===== src/rtl/collision_pkg.sv =====
// Shared definitions for the snake-game collision detector: state encoding
// and the default apple hold length.
package collision_pkg;

    localparam int STATE_W            = 2;
    localparam int APPLE_HOLD_DEFAULT = 1;
    localparam int HOLD_W             = 8;

    typedef enum logic [STATE_W-1:0] {
        RUN   = 2'b00,
        APPLE = 2'b01,
        DEAD  = 2'b10
    } state_t;

endpackage


===== src/rtl/collision_edge_det.sv =====
// Single-bit rising-edge detector with synchronous active-low reset.
// A level present on the first cycle after reset counts as a rising edge.
module collision_edge_det (
    input  logic clk,
    input  logic reset,
    input  logic d,
    output logic rise
);

    logic prev;

    // NOTE: sequential state uses non-blocking assignments so every register
    // samples pre-edge values and simulation matches the synthesized flops.
    always_ff @(posedge clk) begin
        if (!reset) begin
            prev <= 1'b0;
        end else begin
            prev <= d;
        end
    end

    assign rise = d & ~prev;

endmodule


===== src/rtl/collision.sv =====
// Pixel-rate collision detector: classifies snake-head overlaps into a
// registered RUN / APPLE / DEAD game-event state for the game controller.
module collision
    import collision_pkg::*;
#(
    parameter int APPLE_HOLD = APPLE_HOLD_DEFAULT
) (
    input  logic               clk,
    input  logic               reset,
    input  logic               red_border,
    input  logic               red_apple,
    input  logic               grn_snake_head,
    input  logic               grn_snake_body,
    output logic [STATE_W-1:0] state_o
);

    localparam logic [HOLD_W-1:0] HOLD_INIT = HOLD_W'(APPLE_HOLD - 1);

    logic hit_wall;
    logic hit_self;
    logic hit_apple;
    logic apple_rise;

    state_t            state;
    state_t            state_nxt;
    logic [HOLD_W-1:0] hold_cnt;
    logic [HOLD_W-1:0] hold_nxt;

    assign hit_wall  = grn_snake_head & red_border;
    assign hit_self  = grn_snake_head & grn_snake_body;
    assign hit_apple = grn_snake_head & red_apple;

    collision_edge_det u_apple_edge (
        .clk   (clk),
        .reset (reset),
        .d     (hit_apple),
        .rise  (apple_rise)
    );

    always_ff @(posedge clk) begin
        if (!reset) begin
            state    <= RUN;
            hold_cnt <= '0;
        end else begin
            state    <= state_nxt;
            hold_cnt <= hold_nxt;
        end
    end

    // NOTE: every output of this block gets a default first, so no path
    // through the case can leave a signal unassigned and infer a latch.
    always_comb begin
        state_nxt = RUN;
        hold_nxt  = '0;
        // Death is sticky and outranks any apple activity, including a hold.
        if (state == DEAD || hit_wall || hit_self) begin
            state_nxt = DEAD;
        end else begin
            case (state)
                RUN: begin
                    if (apple_rise) begin
                        state_nxt = APPLE;
                        hold_nxt  = HOLD_INIT;
                    end
                end
                APPLE: begin
                    if (hold_cnt != '0) begin
                        state_nxt = APPLE;
                        hold_nxt  = hold_cnt - 1'b1;
                    end
                end
                default: begin
                    state_nxt = RUN;
                end
            endcase
        end
    end

    assign state_o = state;

endmodule


===== config.mk =====
export PLATFORM = sky130hd
export DESIGN_NAME = collision
export DESIGN_NICKNAME = d
export VERILOG_FILES = /design/src/rtl/collision_pkg.sv /design/src/rtl/collision_edge_det.sv /design/src/rtl/collision.sv
export SDC_FILE = /design/constraint.sdc
export NUM_CORES = 1
export LEC_CHECK = 0
export ABC_AREA = 1
export BUFFER_PORTS_ARGS = -buffer_cell sky130_fd_sc_hd__buf_2
export CORE_AREA = 3 3 40 42
export DETAILED_ROUTE_END_ITERATION = 10
export DIE_AREA = 0 0 43 45
export SETUP_SLACK_MARGIN = 0.2
export SYNTH_ARGS = -nofsm -noshare
export SYNTH_HDL_FRONTEND = slang
export SYNTH_SLANG_ARGS = --single-unit

===== constraint.sdc =====
create_clock -name clk -period 2.2 [get_ports clk]
set_input_delay 0.22 -clock clk [delete_from_list [all_inputs] [get_ports clk]]
set_output_delay 0.22 -clock clk [all_outputs]
set_load 0.1 [all_outputs]

# ---- Word level (Yosys, flattened, before mapping)
# Cells that the tools add are included.
dict set report word_totals {
  output_inout_bits 2
  inputBits 6
  wordCells 25
  ff_bits 11
}
dict set report classes {
  reduce_logical 6
  bitwise 8
  addsub 1
  muxes 4
  eq_ne 2
}
# op n
set ops {}
lappend ops {{8-bit nonzero test} 1}
lappend ops {{8-bit by 1-bit subtractor with 8-bit output, second input constant} 1}
lappend ops {{1-bit AND} 4}
lappend ops {{1-bit inverter} 4}
lappend ops {{2-bit case mux with 2 select lines} 1}
lappend ops {{4-bit OR reduction} 1}
lappend ops {{2-bit by 1-bit == test with 1-bit output, second input constant} 1}
lappend ops {{2-bit == test, second input constant} 1}
lappend ops {{2-bit zero test} 1}
lappend ops {{1-bit logical OR} 2}
lappend ops {{1-bit two-way mux} 2}
lappend ops {{2-bit two-way mux} 1}
lappend ops {{2-bit OR reduction} 1}

# ---- Logic depth before layout (Yosys ltp)
# Gate-level depths: netlist of run 1.
dict set report logic_depth {
  ltp_word 5
  mapped_depth 6
  ltp_nobuf 6
}

# ---- Cells and area by module
# A second synthesis of run 1 with hierarchy kept.
dict set report hier_totals {
  cells_unflattened 65
  hier_area_um2 510.5
}
# module area_per_inst_um2 seq_area_each_um2 n_inst cells_each
set modules_own_cells {}
lappend modules_own_cells {collision 473.0 200.2 1 60}
lappend modules_own_cells {collision_edge_det 37.5 20.0 1 5}

# ---- Worst setup path before layout of run 1
# Ideal clock, no wire load.
dict set report synth_timing {
  path_kind {flip-flop to flip-flop}
  startpoint {register state[0], in the netlist state_o[0]}
  endpoint {register hold_cnt[7]}
  required_time_ps 2138
  n_path_buf 0
  path_stages_with_launch 7
  synth_period_minus_slack_ps 1631
  setup_ps 62
  path_slack_ps 569
  arrival_ps 1569
  cell_sequence {dfxtp_1 > inv_2 > nand2_2 > nand3_2 > nor2_4 > nand3_4 > nor2_2}
}
dict set report synth_between {
  elab_chain_cells 4
  elab_cells_between_ends 6
  cone_classes {eq/ne (2); bitwise (1); reduce/logical (3)}
}
# element line_no
set synth_lines {}
lappend synth_lines {{start: declaration} collision.sv:24} ;# state_t state;
lappend synth_lines {{start signal: assignment} collision.sv:45} ;# state <= state_nxt;
lappend synth_lines {{2-bit == test} collision.sv:56} ;# if (state == DEAD || hit_wall || hit_self) begin
lappend synth_lines {{1-bit logical OR (2 in a row)} collision.sv:56}
lappend synth_lines {{4-bit OR reduction (no line) (*)} -}
lappend synth_lines {{end signal: assignment} collision.sv:46} ;# hold_cnt <= hold_nxt;
lappend synth_lines {{end: declaration} collision.sv:26} ;# logic [HOLD_W-1:0] hold_cnt;
# Mark *: on every way between the ends. The rest lies on a longest branch, timed or not.
# A chain may end at the register's enable or synchronous reset.

# ---- Worst setup path in the final report of run 1
dict set report layout_timing {
  startpoint {register state[1], in the netlist state_o[1]}
  endpoint {output port state_o[1]}
}
# element line_no
set layout_lines {}
lappend layout_lines {{end: declaration} collision.sv:14} ;# output logic [STATE_W-1:0] state_o
# No word-level cell between the ends.

==> results of run 1 <==
-- sequential cells by signal (all words and copies together) (netlist names) --
register           count
hold_cnt               8
u_apple_edge.prev      1
state_o                2
-- worst min-delay path by stage --
stage             endpoint   startpoint  depth (start not counted)  slack (ps)
2_1_floorplan   state_o[1]        reset                          2         320
3_3_place_gp   hold_cnt[0]  hold_cnt[0]                          1         400
3_5_place_dp   hold_cnt[0]  hold_cnt[0]                          1         400
4_1_cts         state_o[1]        reset                          3         140
5_1_grt         state_o[1]        reset                          3         170
6_report        state_o[1]        reset                          3         150
-- logic make-up (layout without fill, tap and decap cells) --
family                     Yosys count  in the layout  synth area share (%)
xor gates and xnor gates             4              4                  6.86
DFF                                 11             11                  43.1
and+or+nand+nor                     40             40                  39.9
buffers and inverters                7             18                  5.15
adders and majority gates            2              2                  4.90
-- metrics by stage --
step	setup slack [ps]	utilization, %
after global placement	1120	43.9
final	888	46.0
after floorplan	569	-
after detailed placement	1100	43.9
after global routing	810	46.0
after CTS	870	46.0
-- cell type report --
class                   count  area, µm²
fillers                   140        694
clock buffers               4       26.3
inverters                   7       26.3
multi-input cells          46        264
flip-flops and latches     11        220
repair buffers              7       35.0
well taps                  15       18.8
-- where the power goes --
group | leakage (nW) | switching [mW] | internal [mW] | total (mW)
Clock | 0.0150 | 0.0644 | 0.0702 | 0.135
Combinational | 0.228 | 0.0245 | 0.00901 | 0.0335
Sequential | 0.0891 | 0.00201 | 0.202 | 0.204
Total | 0.332 | 0.0909 | 0.281 | 0.372
-- Yosys cell counts --
cell and count:
inv_1 6, ha_1 2, inv_2 1, xor2_1 3
nor2_2 4, dfxtp_1 11, nor3_1 2, nand2_1 9
nor2_1 15, nand2_2 2, nand4_1 2, nand3_4 1
nand3_2 1, nor2_4 1, nand3_1 3, xnor2_1 1
-- metal layers --
layer	wire length [µm]	share of wire [%]	global-route usage [%]	vias to the layer above
met5	0	0	0	-
met4	8	1.0	4.22	0
met3	52	6.7	6.37	2
met2	378	49	13.8	8
met1	340	44	10.7	170
li1	-	-	-	222
==> results.json, run 1 <==
{
  "grt_max_degree": 10,
  "cp.arrival_ps": 1090,
  "die_w_um": 43,
  "avgSynthCellArea_um2": 7.98,
  "io_pins": 8,
  "wl_um": 778,
  "grt_usage_pct": 9.45,
  "clockBufferDepth": 2,
  "crit_path_end": "state_o[1]",
  "period_needed_ps": 1310,
  "design_area_um2": 591,
  "die_area_um2": 1940,
  "drcViolationCount": 0,
  "portBuffers": 7,
  "drt_iter0_drc": 4,
  "min_path_type": "input port to flip-flop",
  "slew_viol_final": 0,
  "num_vias": 402,
  "antenna_found_initial": 0,
  "syn_to_final_growth_pct": 15.7,
  "worstReg2RegStart": "hold_cnt[0]",
  "cp_data_required_time_ps": 1980,
  "numCtsBuffers": 3,
  "cts_root_buf": "clkbuf_4",
  "cts_tree": "done",
  "relSlewSlack_pct": 68.0,
  "crit_fanout": 4,
  "r2r_slack_ps": 1100,
  "crit_type": "flip-flop to primary output",
  "power_leakage_nw": 0.332,
  "grt_overflow_total": 0,
  "drive_above_1_share_pct": 26.7,
  "ys_seq_area_share_pct": 43.1,
  "hpwl_um": 604,
  "syn-num-nets": 72,
  "hold_violations": 0,
  "critPathLaunchType": "flip-flop",
  "post_cts_buffers": 0,
  "final_cell_mix": "15 x nor2_1, 11 x dfxtp_1, 9 x nand2_1, 7 x buf_2, 6 x inv_1",
  "status": "complete, no violations",
  "slowest_delay_ps": 450,
  "first_pass_iters": 3,
  "ant_nets": 0,
  "final_common_cell": "nor2_1",
  "drv_cap": 0,
  "cts_max_level": 1,
  "ctsResizeCount": 0,
  "fmaxAchievable_mhz": 762,
  "setup_viol_count_final": 0,
  "setup_tns_ps": 0,
  "synth-seq-cells": 11,
  "synth_top_area_cell": "dfxtp_1",
  "path_cells": "buf_2",
  "max-vdd-ir-drop_v": 0.000313,
  "p_per_area_nw_per_um2": 630,
  "post-route-period-util_pct": 59.6,
  "critical_path.startpoint": "state_o[1]",
  "endpoint_kind": "primary output",
  "crit_family": "buffers and inverters",
  "r2r_cells": 5,
  "dpl_cell_area_um2": 564,
  "grt_pass1_vias": 345,
  "wl_per_cell_um": 8.64,
  "cp.depth": 1,
  "core_um2": 1280,
  "p_total_uw": 372,
  "worst_pin_slew_ps": 483,
  "ys_types": 16,
  "die_h_um": 45,
  "crit_buf_inv": 1,
  "synth_top_area_share_pct": 43.1,
  "clk_latency_ps": 260,
  "rsz0062_at_grt": "no",
  "gp_congestion": 0.745,
  "viasPerCell": 4.47,
  "syn_area_um2": 510,
  "ys_warn_count": 0,
  "layout.cells.non_filler": 90,
  "hold_ws_ps": 148,
  "initial_utilization_pct": 39.7,
  "cts-hold-fix-buffers": 0,
  "fin_skew_ps": 0.687,
  "r2r_end": "hold_cnt[6]",
  "synthTopCellsByArea": "dfxtp_1 43%, nor2_1 11%, nand2_1 6.6%, xor2_1 5.1%, ha_1 4.9%",
  "clock-sinks": 11,
  "grt_pass1_wl_um": 1350,
  "path_clk_slew_ps": 70,
  "critPathSlowestCell": "buf_2",
  "place_inst": 86,
  "diodes": 0,
  "nNetsFinal": 84,
  "syn_inst": 64,
  "row_count": 13
}
No activity file was read; power rests on OpenSTA's default activity.
==> run 2: changes to the inputs <==
Settings changed: ABC_AREA 1 to 0.
Clock period 2.2 ns to 1.15 ns, I/O delays scaled along.
==> run 2 against run 1 <==
The flow now finishes with violations (negative setup slack). Critical path depth is 2 higher. Sequential cell count stayed put. Hold slack worse by 56 ps. Routed wire length is 51% higher. Worst setup slack worse by 1300 ps. Clock skew is 3.4 ps higher. Via count is 19% higher. Total power is 94% higher. Global-route usage is 3.8 points higher. Critical path type is now flip-flop to flip-flop. Largest cell class unchanged. Largest power group unchanged.
==> results.json, run 2 <==
{
  "core_um2": 1280,
  "viasPerCell": 5.22,
  "synth_edf_count": 0,
  "die_area_um2": 1940,
  "wl_um": 1180,
  "post-route-period-util_pct": 132,
  "place_inst": 86,
  "portBuffers": 7,
  "first_pass_iters": 4,
  "row_count": 13,
  "pwr-share-comb_pct": 9.2,
  "swShare_pct": 24.5,
  "netlist_top_cells_count": "11 x dfxtp_1, 5 x nor3_1, 5 x o21ai_0",
  "max-vdd-ir-drop_v": 0.000587,
  "grt_usage_pct": 13.2,
  "r2r_end": "hold_cnt[6]",
  "die_h_um": 45,
  "path_cells": "or4_4, or4b_4, a21oi_2",
  "ys_types": 22,
  "clk_latency_ps": 270,
  "slowest_delay_ps": 530,
  "pwr-share-clk_pct": 36.8,
  "path_clk_slew_ps": 70,
  "syn_to_final_growth_pct": 69.3,
  "setup_viol_count_final": 9,
  "period_needed_ps": 1520,
  "syn_area_um2": 484,
  "hold_depth": 2,
  "wl_per_cell_um": 12.8,
  "critPathLaunchType": "flip-flop",
  "gp_congestion": 0.697,
  "synth_top_area_share_pct": 45.5,
  "drt_iter0_drc": 3,
  "syn-num-nets": 59,
  "rsz0062_at_grt": "yes",
  "power.switching_uw": 177,
  "seq_power_share_pct": 54.0,
  "cts_root_buf": "clkbuf_4",
  "clockBufferDepth": 2,
  "post-place-ws_ps": -344,
  "crit_fanout": 3,
  "syn_inst": 51,
  "ys_seq_area_share_pct": 45.5,
  "nNetsFinal": 86,
  "final_cell_mix": "11 x buf_4, 5 x nor3_1, 5 x dfxtp_1, 5 x buf_2, 4 x dfxtp_2",
  "numCtsBuffers": 3,
  "synth_top_area_cell": "dfxtp_1",
  "synth.most_common_cell": "dfxtp_1",
  "hpwl_um": 810,
  "slew_viol_final": 0,
  "synthTopCellsByArea": "dfxtp_1 45%, ha_1 5.2%, nor3_1 5.2%, o21ai_0 5.2%, xnor2_1 3.6%",
  "fmaxAchievable_mhz": 659,
  "r2r_cells": 3,
  "grt_pass1_wl_um": 1870,
  "avgSynthCellArea_um2": 9.49,
  "hold_violations": 0,
  "drv_cap": 0,
  "synth_flop_cell": "dfxtp_1",
  "ys_warn_count": 0,
  "drcViolationCount": 0,
  "status": "finished, violations left",
  "grt_overflow_total": 0,
  "final_common_cell": "buf_4",
  "diodes": 0,
  "cp_data_required_time_ps": 1360,
  "drive_above_1_share_pct": 58.4,
  "synth-seq-cells": 11,
  "hold_start": "red_apple",
  "cts_max_level": 1,
  "critPathSlowestCell": "or4_4",
  "cts_tree": "done",
  "dpl_cell_area_um2": 681,
  "worst_pin_slew_ps": 296,
  "min_to": "u_apple_edge.prev",
  "power_leakage_nw": 0.357,
  "relSlewSlack_pct": 80.1,
  "min_path_type": "input port to flip-flop",
  "io_pins": 8,
  "die_w_um": 43,
  "worstReg2RegStart": "hold_cnt[4]",
  "num_vias": 480,
  "ant_nets": 0,
  "r2r_slack_ps": -370,
  "initial_utilization_pct": 37.7,
  "worst_slack_ps": -368,
  "regMostFlops": "hold_cnt",
  "layout.cells.non_filler": 92,
  "antenna_found_initial": 0,
  "crit_type": "flip-flop to flip-flop",
  "design_area_um2": 820,
  "cp.arrival_ps": 1720,
  "grt_max_degree": 9,
  "clock-sinks": 11,
  "intPower_uw": 545,
  "fin_skew_ps": 4.06,
  "p_per_area_nw_per_um2": 881,
  "violations": "negative setup slack",
  "largest_register_ffs": 8,
  "synthArstFlopShare_pct": 0,
  "grt_pass1_vias": 450,
  "endpoint_kind": "flip-flop",
  "setup_tns_ps": -2670
}
==> run 2: changes by cell type in the layout (fill, tap and decap cells not counted), moves of 4 or more <==
cell,previous run,this run
nor2_2,4,0
dfxtp_2,0,4
buf_4,0,11
nor2_1,15,1
dfxtp_1,11,5
inv_1,6,1
nand2_1,9,0
==> run 2: timing repair <==
action	CTS	global route
gates cloned	0	0
endpoints found under the setup margin	9	10
buffers inserted	1	1
pin swaps	4	3
hold endpoints to repair	0	0
gates resized for setup	12	7
hold buffers	0	0
==> run 2: routing by layer <==
layer	up-vias	share of wire, %	track usage [%]
li1	244	-	-
met1	224	44	14.9
met2	8	50	22.8
met3	4	2.4	3.59
met4	0	3.2	7.23
met5	-	0	0
==> run 2: kinds of logic after synthesis <==
kind of cell	after synthesis	share of synthesized area, %
xor gates and xnor gates	2	3.62
buffers and inverters	3	2.33
adders and majority gates	2	5.17
DFF	11	45.5
and+or+nand+nor	20	27.4
AOI/OAI and AO/OA	13	16.0
==> run 2: final cells by class <==
type / count / area [µm²]
fill: 109 / 465
tap: 15 / 18.8
multi-input combinational: 37 / 329
timing repair buffer: 22 / 201
clock buffer: 4 / 26.3
inverter: 3 / 11.3
sequential: 11 / 233
==> run 2: worst max-delay path by stage <==
stage	startpoint	endpoint	cells after the start
final	hold_cnt[4]	hold_cnt[6]	3
after global placement	hold_cnt[4]	hold_cnt[6]	3
after floorplan	hold_cnt[4]	hold_cnt[6]	3
after global routing	hold_cnt[4]	hold_cnt[6]	3
after CTS	hold_cnt[4]	hold_cnt[6]	3
after detailed placement	hold_cnt[4]	hold_cnt[6]	3
==> run 2: metrics by stage <==
stage	util [%]	power, mW	hold slack, ps
global placement	53.0	0.464	354
floorplan	-	0.434	247
global route	63.8	0.746	97.8
CTS	58.9	0.726	91.6
finish	63.8	0.722	91.7
detailed placement	53.0	0.465	366
==> run 2: power by group through the flow <==
stage	logic, mW	registers [mW]	clock network (mW)
floorplan	0.0109	0.424	0
global placement	0.0658	0.399	0
detailed placement	0.0660	0.399	0
CTS	0.0665	0.390	0.270
global route	0.0699	0.391	0.285
finish	0.0664	0.390	0.266
==> run 2: worst max-delay path, delay by kind of cell, from the launching register on <==
family | cells | cell delay [ps]
DFF | 1 | 330
and+or+nand+nor | 2 | 1020
AOI/OAI and AO/OA | 1 | 110
